<file path="src/rtl/mem_stage_lsu_pkg.sv">
// Shared pipeline definitions for the MEM stage: access size codes and
// the load/store unit FSM state encoding.
package mem_stage_lsu_pkg;

  // Access size codes carried on EXMEM_AluOP_2
  localparam logic [1:0] SZ_B  = 2'b00;  // byte, sign-extended on load
  localparam logic [1:0] SZ_H  = 2'b01;  // half, sign-extended on load
  localparam logic [1:0] SZ_W  = 2'b10;  // word
  localparam logic [1:0] SZ_BU = 2'b11;  // byte, zero-extended on load

  // Load/store unit FSM states
  typedef enum logic [1:0] {
    IDLE = 2'd0,  // no access outstanding
    REQ  = 2'd1,  // request presented, waiting for dmem_req_ready
    WAIT = 2'd2   // request accepted, waiting for dmem_rsp_valid
  } lsu_state_t;

endpackage

</file>
<file path="src/rtl/mem_align.sv">
// Byte-lane steering for the MEM stage: store strobes and lane-replicated
// store data, load lane extraction with sign/zero extension, and the
// alignment check for the requested access size.
module mem_align
  import mem_stage_lsu_pkg::*;
(
  input  logic [1:0]  size,
  input  logic [1:0]  addr_lo,
  input  logic [31:0] st_data,
  input  logic [31:0] ld_word,
  output logic [3:0]  wstrb,
  output logic [31:0] wdata,
  output logic [31:0] ld_data,
  output logic        misaligned
);

  logic [7:0]  byte_sel;
  logic [15:0] half_sel;

  // Pick the addressed byte and half-word out of the returned load word
  assign byte_sel = ld_word[{addr_lo, 3'b000} +: 8];
  assign half_sel = addr_lo[1] ? ld_word[31:16] : ld_word[15:0];

  // Lane steering and alignment check by access size
  always_comb begin
    wstrb      = 4'b0000;
    wdata      = st_data;
    ld_data    = ld_word;
    misaligned = 1'b0;
    case (size)
      SZ_B, SZ_BU: begin
        wstrb   = 4'b0001 << addr_lo;
        wdata   = {4{st_data[7:0]}};
        ld_data = (size == SZ_B) ? {{24{byte_sel[7]}}, byte_sel}
                                 : {24'b0, byte_sel};
      end
      SZ_H: begin
        wstrb      = addr_lo[1] ? 4'b1100 : 4'b0011;
        wdata      = {2{st_data[15:0]}};
        ld_data    = {{16{half_sel[15]}}, half_sel};
        misaligned = addr_lo[0];
      end
      default: begin
        wstrb      = 4'b1111;
        wdata      = st_data;
        ld_data    = ld_word;
        misaligned = |addr_lo;
      end
    endcase
  end

endmodule

</file>
<file path="src/rtl/mem_stage_lsu.sv">
// MEM stage of the 5-stage pipeline. Issues loads and stores on a
// variable-latency data-memory port, stalls the upstream pipeline while an
// access is outstanding, formats load data and registers the MEM/WB outputs.
// Misaligned accesses are dropped and flagged; accesses that outlive the
// timeout are abandoned and flagged as bus errors.
//
// Handshake: a request transfers on a rising edge where dmem_req_valid and
// dmem_req_ready are both 1; once dmem_req_valid rises it and every request
// field stay stable until that edge (or until the access is abandoned on
// timeout). Exactly one dmem_rsp_valid cycle completes an accepted access,
// for stores as well as loads; dmem_rsp_valid outside that window is ignored.
module mem_stage_lsu
  import mem_stage_lsu_pkg::*;
#(
  parameter int unsigned TIMEOUT_CYCLES = 255
) (
  input  logic        clk,
  input  logic        rst,
  input  logic [31:0] EXMEM_AluRES,
  input  logic [31:0] rs2,
  input  logic        EXMEM_WriteBack,
  input  logic        EXMEM_MemoryRead,
  input  logic        EXMEM_MemoryWrite,
  input  logic [4:0]  EXMEM_rd,
  input  logic [1:0]  EXMEM_AluOP_2,
  input  logic [31:0] EXMEM_U_UJ_Load_val,
  input  logic        EXMEM_U_UJ_Load,
  output logic        dmem_req_valid,
  input  logic        dmem_req_ready,
  output logic        dmem_we,
  output logic [31:0] dmem_addr,
  output logic [31:0] dmem_wdata,
  output logic [3:0]  dmem_wstrb,
  input  logic        dmem_rsp_valid,
  input  logic [31:0] dmem_rdata,
  output logic        mem_stall,
  output logic        MEMWB_WriteBack,
  output logic [4:0]  MEMWB_rd,
  output logic [31:0] MEMWB_Result,
  output logic        MEMWB_Misaligned,
  output logic        MEMWB_BusErr,
  output lsu_state_t  dbg_state
);

  localparam logic [15:0] TIMEOUT_LIMIT = 16'(TIMEOUT_CYCLES);

  lsu_state_t  state, state_nxt;
  logic [15:0] to_cnt;

  logic        is_mem, is_load, is_store, access, timeout;
  logic        capture, drop_mis, bus_err;
  logic [3:0]  al_wstrb;
  logic [31:0] al_wdata, al_ld_data;
  logic        al_misaligned;
  logic [31:0] result_nxt;

  mem_align u_align (
    .size       (EXMEM_AluOP_2),
    .addr_lo    (EXMEM_AluRES[1:0]),
    .st_data    (rs2),
    .ld_word    (dmem_rdata),
    .wstrb      (al_wstrb),
    .wdata      (al_wdata),
    .ld_data    (al_ld_data),
    .misaligned (al_misaligned)
  );

  // Decode the EX/MEM instruction; a read+write combination is treated as a load
  assign is_mem   = EXMEM_MemoryRead | EXMEM_MemoryWrite;
  assign is_load  = EXMEM_MemoryRead;
  assign is_store = EXMEM_MemoryWrite & ~EXMEM_MemoryRead;
  assign access   = is_mem & ~al_misaligned;
  assign timeout  = (state != IDLE) && (to_cnt == TIMEOUT_LIMIT);

  // Request fields follow the held EX/MEM register directly
  assign dmem_we    = is_store;
  assign dmem_addr  = {EXMEM_AluRES[31:2], 2'b00};
  assign dmem_wdata = al_wdata;
  assign dmem_wstrb = is_store ? al_wstrb : 4'b0000;
  assign dbg_state  = state;

  assign result_nxt = EXMEM_U_UJ_Load ? EXMEM_U_UJ_Load_val
                    : (is_load ? al_ld_data : EXMEM_AluRES);

  // FSM next state, request valid, stall and MEM/WB update selects
  always_comb begin
    state_nxt      = state;
    dmem_req_valid = 1'b0;
    mem_stall      = 1'b0;
    capture        = 1'b0;
    drop_mis       = 1'b0;
    bus_err        = 1'b0;
    case (state)
      IDLE: begin
        if (is_mem && al_misaligned) begin
          drop_mis = 1'b1;
        end else if (access) begin
          dmem_req_valid = 1'b1;
          mem_stall      = 1'b1;
          state_nxt      = dmem_req_ready ? WAIT : REQ;
        end else begin
          capture = 1'b1;
        end
      end
      REQ: begin
        if (timeout) begin
          bus_err   = 1'b1;
          state_nxt = IDLE;
        end else begin
          dmem_req_valid = 1'b1;
          mem_stall      = 1'b1;
          if (dmem_req_ready) state_nxt = WAIT;
        end
      end
      WAIT: begin
        if (dmem_rsp_valid) begin
          capture   = 1'b1;
          state_nxt = IDLE;
        end else if (timeout) begin
          bus_err   = 1'b1;
          state_nxt = IDLE;
        end else begin
          mem_stall = 1'b1;
        end
      end
      default: state_nxt = IDLE;
    endcase
  end

  // FSM state register
  always_ff @(posedge clk or posedge rst) begin
    if (rst) state <= IDLE;
    else     state <= state_nxt;
  end

  // Timeout counter: zero while idle, counts every cycle spent in REQ or WAIT
  always_ff @(posedge clk or posedge rst) begin
    if (rst)                to_cnt <= 16'd0;
    else if (state == IDLE) to_cnt <= 16'd0;
    else                    to_cnt <= to_cnt + 16'd1;
  end

  // MEM/WB register: capture a result, or insert a bubble; status flags pulse
  always_ff @(posedge clk or posedge rst) begin
    if (rst) begin
      MEMWB_WriteBack  <= 1'b0;
      MEMWB_rd         <= 5'd0;
      MEMWB_Result     <= 32'd0;
      MEMWB_Misaligned <= 1'b0;
      MEMWB_BusErr     <= 1'b0;
    end else begin
      MEMWB_Misaligned <= drop_mis;
      MEMWB_BusErr     <= bus_err;
      if (capture) begin
        MEMWB_WriteBack <= EXMEM_WriteBack;
        MEMWB_rd        <= EXMEM_rd;
        MEMWB_Result    <= result_nxt;
      end else begin
        MEMWB_WriteBack <= 1'b0;
      end
    end
  end

endmodule

</file>
<file path="config.mk">
export PLATFORM = sky130hd
export DESIGN_NAME = mem_stage_lsu
export DESIGN_NICKNAME = d
export VERILOG_FILES = /design/src/rtl/mem_stage_lsu_pkg.sv /design/src/rtl/mem_align.sv /design/src/rtl/mem_stage_lsu.sv
export SDC_FILE = /design/constraint.sdc
export NUM_CORES = 1
export LEC_CHECK = 0
export BUFFER_PORTS_ARGS = -buffer_cell sky130_fd_sc_hd__clkbuf_2
export CAP_MARGIN = 20
export CORE_UTILIZATION = 39
export DETAILED_ROUTE_END_ITERATION = 12
export PLACE_DENSITY = 0.71
export SLEW_MARGIN = 20
export SYNTH_ARGS = -nofsm -noshare
export SYNTH_HDL_FRONTEND = slang
export SYNTH_SLANG_ARGS = --single-unit
</file>
<file path="constraint.sdc">
create_clock -name clk -period 2.25 [get_ports clk]
set_clock_uncertainty 0.15 [all_clocks]
set_input_delay 0.225 -clock clk [delete_from_list [all_inputs] [get_ports clk]]
set_output_delay 0.225 -clock clk [all_outputs]
set_load 0.01 [all_outputs]
</file>
# Word level (Yosys, flattened, before mapping)
# Cells that the tools add are included.
[classes]
add_sub_neg = 1
n_eq_ne = 9
shift = 2
mux = 35
bitwise = 5
reduce_logical = 8
[ops]
columns = ["cell", "count"]
rows = [
  ["$pmux 32 s2", 2],
  ["$mux 32", 3],
  ["$mux 16", 2],
  ["$shiftx 32x6->8", 1],
  ["$add 16x1->16 const B", 1],
  ["$eq 16x8->1 const B", 1],
  ["$mux 2", 7],
  ["$mux 1", 12],
  ["$mux 4", 2],
  ["$pmux 1 s2", 4],
  ["$pmux 4 s2", 1],
  ["$ne 3x3->1 const B", 2],
  ["$pmux 2 s3", 1],
  ["$eq 2x1->1 const B", 2],
  ["$eq 2x2->1 const B", 2],
  ["$logic_not 2->1", 2],
  ["$ne 2x2->1 const B", 2],
  ["$reduce_and 4->1", 1],
  ["$reduce_or 2->1", 2],
  ["$shl 1x2->4 const A", 1],
  ["$pmux 1 s3", 1],
  ["$and 1x1->1", 2],
  ["$logic_and 1x1->1", 2],
  ["$not 1->1", 2],
  ["2 further kinds", 2],
]
[word_totals]
regBits = 58
input_bits = 143
output_inout_bits = 113
wordCells = 67

# Depth between registers and ports, before layout
[logic_depth]
depth_word = 9
mapped_depth = 8

# Hierarchy
# A second synthesis with hierarchy kept.
[hier_totals]
hier_cells = 573
hier_area_um2 = 4619.4
[by_module_without_submodules]
columns = ["mod", "n_inst", "cells_per_inst", "area_each_um2", "seq_area_each_um2"]
rows = [
  ["mem_stage_lsu", 1, 380, 3369.5, 1451.4],
  ["mem_align", 1, 193, 1249.9, 0.0],
]

# Worst setup path after synthesis
# OpenSTA, ideal clock, no wires.
[synth_path]
kind = "register -> register"
from = "register state[0] (netlist: dbg_state[0])"
to = "register MEMWB_Result[8]"
arrival_time_ps = 1877
t_required_ps = 1984
setup_slack_ps = 108
stages_incl_launch_ff = 8
period_less_slack_ps = 2142
path_cell_list = "dfrtp_1 -> inv_1 -> ha_1 -> clkbuf_1 -> a22oi_1 -> clkbuf_1 -> nand2_1 -> o311ai_0"
[synth_between]
elab_chain_len = 2
word_cells_on_any_way = 3
cone_classes = "1 x eq/ne; 1 x mux; 1 x reduce/logical"
[synth_lines]
columns = ["element", "line_no", "text"]
rows = [
  ["start: declaration", "mem_stage_lsu.sv:47", "lsu_state_t state, state_nxt;"],
  ["start signal: assignment", "mem_stage_lsu.sv:133", "else state <= state_nxt;"],
  ["$eq 2x2->1 / $logic_not 2->1 (equally long branches)", "mem_stage_lsu.sv:93", "case (state)"],
  ["$pmux 1 s2 *", "mem_stage_lsu.sv:93", ""],
  ["end signal: assignment", "mem_stage_lsu.sv:157", "MEMWB_Result <= result_nxt;"],
  ["end: declaration", "mem_stage_lsu.sv:39", "output logic [31:0] MEMWB_Result,"],
]
# Mark *: on every way between the ends. The rest lies on a longest branch, timed or not.
# A chain may end at the register's enable or synchronous reset.

# Final worst setup path
[layout_path]
from = "register to_cnt[9]"
to = "output port mem_stall"
[layout_between]
elab_chain_len = 5
[layout_lines]
columns = ["element", "line_no", "text"]
rows = [
  ["start: declaration", "mem_stage_lsu.sv:48", "logic [15:0] to_cnt;"],
  ["start signal: assignment", "mem_stage_lsu.sv:140", "else to_cnt <= to_cnt + 16'd1;"],
  ["$eq 16x8->1 *", "mem_stage_lsu.sv:73", "assign timeout = (state != IDLE) && (to_cnt == TIMEOUT_LIMIT);"],
  ["$logic_and 1x1->1 *", "mem_stage_lsu.sv:73", ""],
  ["$mux 1 *", "mem_stage_lsu.sv:106, mem_stage_lsu.sv:119", ""],
  ["$mux 1", "mem_stage_lsu.sv:116", "if (dmem_rsp_valid) begin"],
  ["$pmux 1 s3 *", "mem_stage_lsu.sv:93", ""],
  ["end: declaration", "mem_stage_lsu.sv:36", "output logic mem_stall,"],
]
# Marks and branches as above.

==> reports/results.tsv <==
stage	metric	value	unit
status	outcome	finished clean	
worst_setup_path	CP max stage cell	or4_4	
logic_synthesis	Yosys top cell by area	dfrtp_1	
clocking	clk_lat worst skew	340	ps
logic_synthesis	top post-synthesis cells by count	nand2_1, dfrtp_1, nor2_1, o22ai_1, buf_4	
worst_setup_path	Reg2Reg Capture Point	MEMWB_Result[10]	
worst_setup_path	worst r2r src	dbg_state[1]	
floorplanning	die area	0.0108	sq mm
logic_synthesis	largest family of logic cells by synthesized area	compound AO/OA/AOI/OAI gates	
timing	Final WS setup	20.1	ps
routing	DR iter-0 viols	360	
final_layout	Design Area, Final	0.00557	sq mm
routing	Final ANT Viol Nets	0	
global_routing	initial antenna violation count	2	
worst_setup_path	CP endpoint kind	output pin	
run	max_cap viols	0	
global_routing	busiest layer in global routing	met2	
placement	post-DP HPWL	12000	um
worst_setup_path	cells along the critical path	or4_4 -> or2_4 -> a21oi_2 -> nor2_1 -> clkbuf_2	
logic_synthesis	Post-synth top flop	dfrtp_1	
global_routing	vias in the first global route	4625	
placement	Post-DP Area	0.00526	sq mm
logic_synthesis	Synth async-reset ratio	1.00	
clocking	CTS Buf Count	9	
min_path	hold depth	3	
logic_synthesis	Yosys cell types	47	
min_path	Worst Hold Path EP	MEMWB_Result[31]	
timing	period utilization	0.991	
logic_synthesis	Netlist Area Pre-Place	0.00405	sq mm
global_routing	M2 GR Usage	0.463	
worst_setup_path	CP peak stage delay	570	ps
clocking	CTS sink count	58	
clocking	CTS HTree Levels	3	
final_layout	Nets	882	
pwr	Cell Pwr Density	866	mW/mm^2
clocking	Clock Path Buffers	2	
logic_synthesis	Synth Register Bits	58	
timing	Slew Limit Fails	0	
logic_synthesis	ranking of synthesized cells by area	dfrtp_1, buf_4, o22ai_1, nand2_1, nor2_1	
placement	Inst Count DP	841	
timing	hold_ws	15.2	ps
global_routing	first-pass GRT wire length	24400	um
timing	Rel. slew slack	0.611	
final_layout	share of cells above drive strength 1	0.433	
final_layout	Layout area overhead	37.7	%
global_routing	Tot GR Track Use	0.288	
routing	# DRC	0	
worst_setup_path	CP Launch Type	flip-flop	
floorplanning	initial core utilization	0.408	
timing	RSZ-0062 raised after global routing	yes	
logic_synthesis	Post-Synth Adder-Cell Area	0.0247	
placement	post-place setup slack	119	ps
global_routing	largest net degree at the start of global routing	35	
logic_synthesis	most common cell in the netlist	nand2_1	
min_path	hold crit path type	primary input to flip-flop	
logic_synthesis	Gate Count Post-Synth	502	
placement	Port Buffers	253	
floorplanning	Die Wd	104	um
floorplanning	Core Rows	36	
worst_setup_path	Register-to-Register Path Depth	7	
pwr	worst vdd ir	0.471	mV
floorplanning	Die Y	104	um
timing	crit path time final	2230	ps
routing	vias post-DR	4835	
timing	FMAX	0.448	GHz
routing	vias per std cell	5.56	
logic_synthesis	average cell area after synthesis	8.06	sq um
worst_setup_path	reg-to-reg setup timing slack	230	ps
final_layout	fin util	0.562	
floorplanning	total I/O pin count	256	
clocking	CTS root buffer	clkbuf_8	
logic_synthesis	Post-synth EDFFs	0	
logic_synthesis	multiplexer share of the synthesized area	0.0275	
timing	final hold violations	0	
logic_synthesis	YS warnings	0	
logic_synthesis	compound-cell area share of the yosys netlist	0.277	
floorplanning	core region area	0.00991	sq mm
worst_setup_path	CP arrival	1850	ps
logic_synthesis	Synth Area in XOR/XNOR	0.0260	
worst_setup_path	family with the most delay on the worst path	simple AND/OR/NAND/NOR gates	
placement	routability cong.	0.926	
worst_setup_path	WP data required	1880	ps
timing	Least-Margin Pin Slew	582	ps
clocking	Reg clk slew, reported paths	60	ps
global_routing	M1 GR Usage	0.379	
final_layout	Cell Count, Final, Fillers Out	870	
global_routing	gr ovfl total	0	
global_routing	grt met3 use	0.0633	
logic_synthesis	post-synthesis simple-gate area fraction	0.152	
worst_setup_path	Worst Path Buf+Inv	1	
worst_setup_path	critical path class	flip-flop to output pin	
routing	WL final	15700	um
routing	drt first pass iters	5	
logic_synthesis	post-synth top area share	0.359	
pwr	Leakage	2.81	nW
routing	drt wl/cell	18.1	um
clocking	CTS tree	built	
worst_setup_path	CP max FO	4	
logic_synthesis	register area share after synthesis	0.359	
min_path	Hold Startpoint	EXMEM_U_UJ_Load_val[31]	
timing	count of final setup violators	0	
[worst reg2reg max path, delay by kind of cell, from the launching register on]
family                   cells  cell delay, ps
AND/OR/NAND/NOR              1             100
adder cells (fa/ha/maj)      1             170
buffers and inverters        3             510
AO/OA/AOI/OAI                2             570
flip-flops                   1             380
[cells in the final DEF, fill, tap and decap left out, types with 9 or more instances in the layout]
| cell type | synthesis | layout |
|---|---|---|
| clkbuf_2 | 0 | 253 |
| nand2_1 | 59 | 59 |
| dfrtp_1 | 58 | 58 |
| o22ai_1 | 48 | 48 |
| nor2_1 | 48 | 48 |
| a21oi_1 | 34 | 33 |
| o21ai_0 | 34 | 32 |
| buf_4 | 40 | 29 |
| inv_1 | 22 | 20 |
| nand3_1 | 12 | 12 |
| a22o_1 | 9 | 9 |
| xnor2_1 | 9 | 9 |
| clkbuf_8 | 0 | 9 |
[state kept, by name, indices dropped and copies added (netlist names)]
signal,count
MEMWB_BusErr,1
MEMWB_Misaligned,1
MEMWB_Result,32
MEMWB_WriteBack,1
MEMWB_rd,5
dbg_state,2
to_cnt,16
[timing repair]
item	CTS	global route
endpoints found under the hold margin	31	0
endpoints found under the setup margin	2	6
hold buffers	8	0
pin swaps	2	4
setup buffers	1	3
gates resized for setup	7	7
[metrics by stage]
| step | power (mW) | TNS, ps |
|---|---|---|
| 6_report | 4.82 | 0 |
| 5_1_grt | 5.14 | -97.8 |
| 4_1_cts | 4.75 | 0 |
| 3_5_place_dp | 3.90 | 0 |
| 3_3_place_gp | 3.84 | 0 |
| 2_1_floorplan | 2.93 | 0 |
[cell families (layout without fill, tap and decap cells)]
family / after synthesis / count (layout)
buffers and inverters: 98 / 330
AOI/OAI and AO/OA: 172 / 172
muxes: 9 / 9
adders and majority gates: 8 / 8
xor gates and xnor gates: 12 / 12
DFF: 58 / 58
and+or+nand+nor: 144 / 144
other: 1 / 4
[power by group]
part / total, mW / switching (mW) / internal [mW] / leakage (nW)
Combinational: 2.37 / 1.35 / 1.02 / 2.01
Clock: 0.802 / 0.411 / 0.391 / 0.0762
Sequential: 1.65 / 0.236 / 1.42 / 0.718
[how the worst max path moves through the flow]
stage,slack (ps),cells past startpoint,end,start
final,20,5,mem_stall,to_cnt[9]
after global routing,-100,5,mem_stall,to_cnt[9]
after CTS,10,8,mem_stall,dbg_state[0]
after detailed placement,120,7,dbg_state[0],dbg_state[0]
after global placement,190,6,MEMWB_Result[13],EXMEM_AluRES[1]
after floorplan,110,7,MEMWB_Result[8],dbg_state[0]
[metal layers]
layer,part of all wire,up-vias
met5,0.00076,-
met4,0.025,2
met3,0.087,37
met2,0.47,296
met1,0.42,2260
li1,-,2240
[area by class of cell]
class | count | area (sq um)
repair buffers | 292 | 1600
well taps | 133 | 166
multi-input cells | 347 | 2120
flip-flops and latches | 58 | 1450
fillers | 938 | 4340
clock inverters | 3 | 17.5
clock buffers | 12 | 135
diodes | 2 | 5.00
inverters | 23 | 86.3
(Power assumes the default switching activity.)
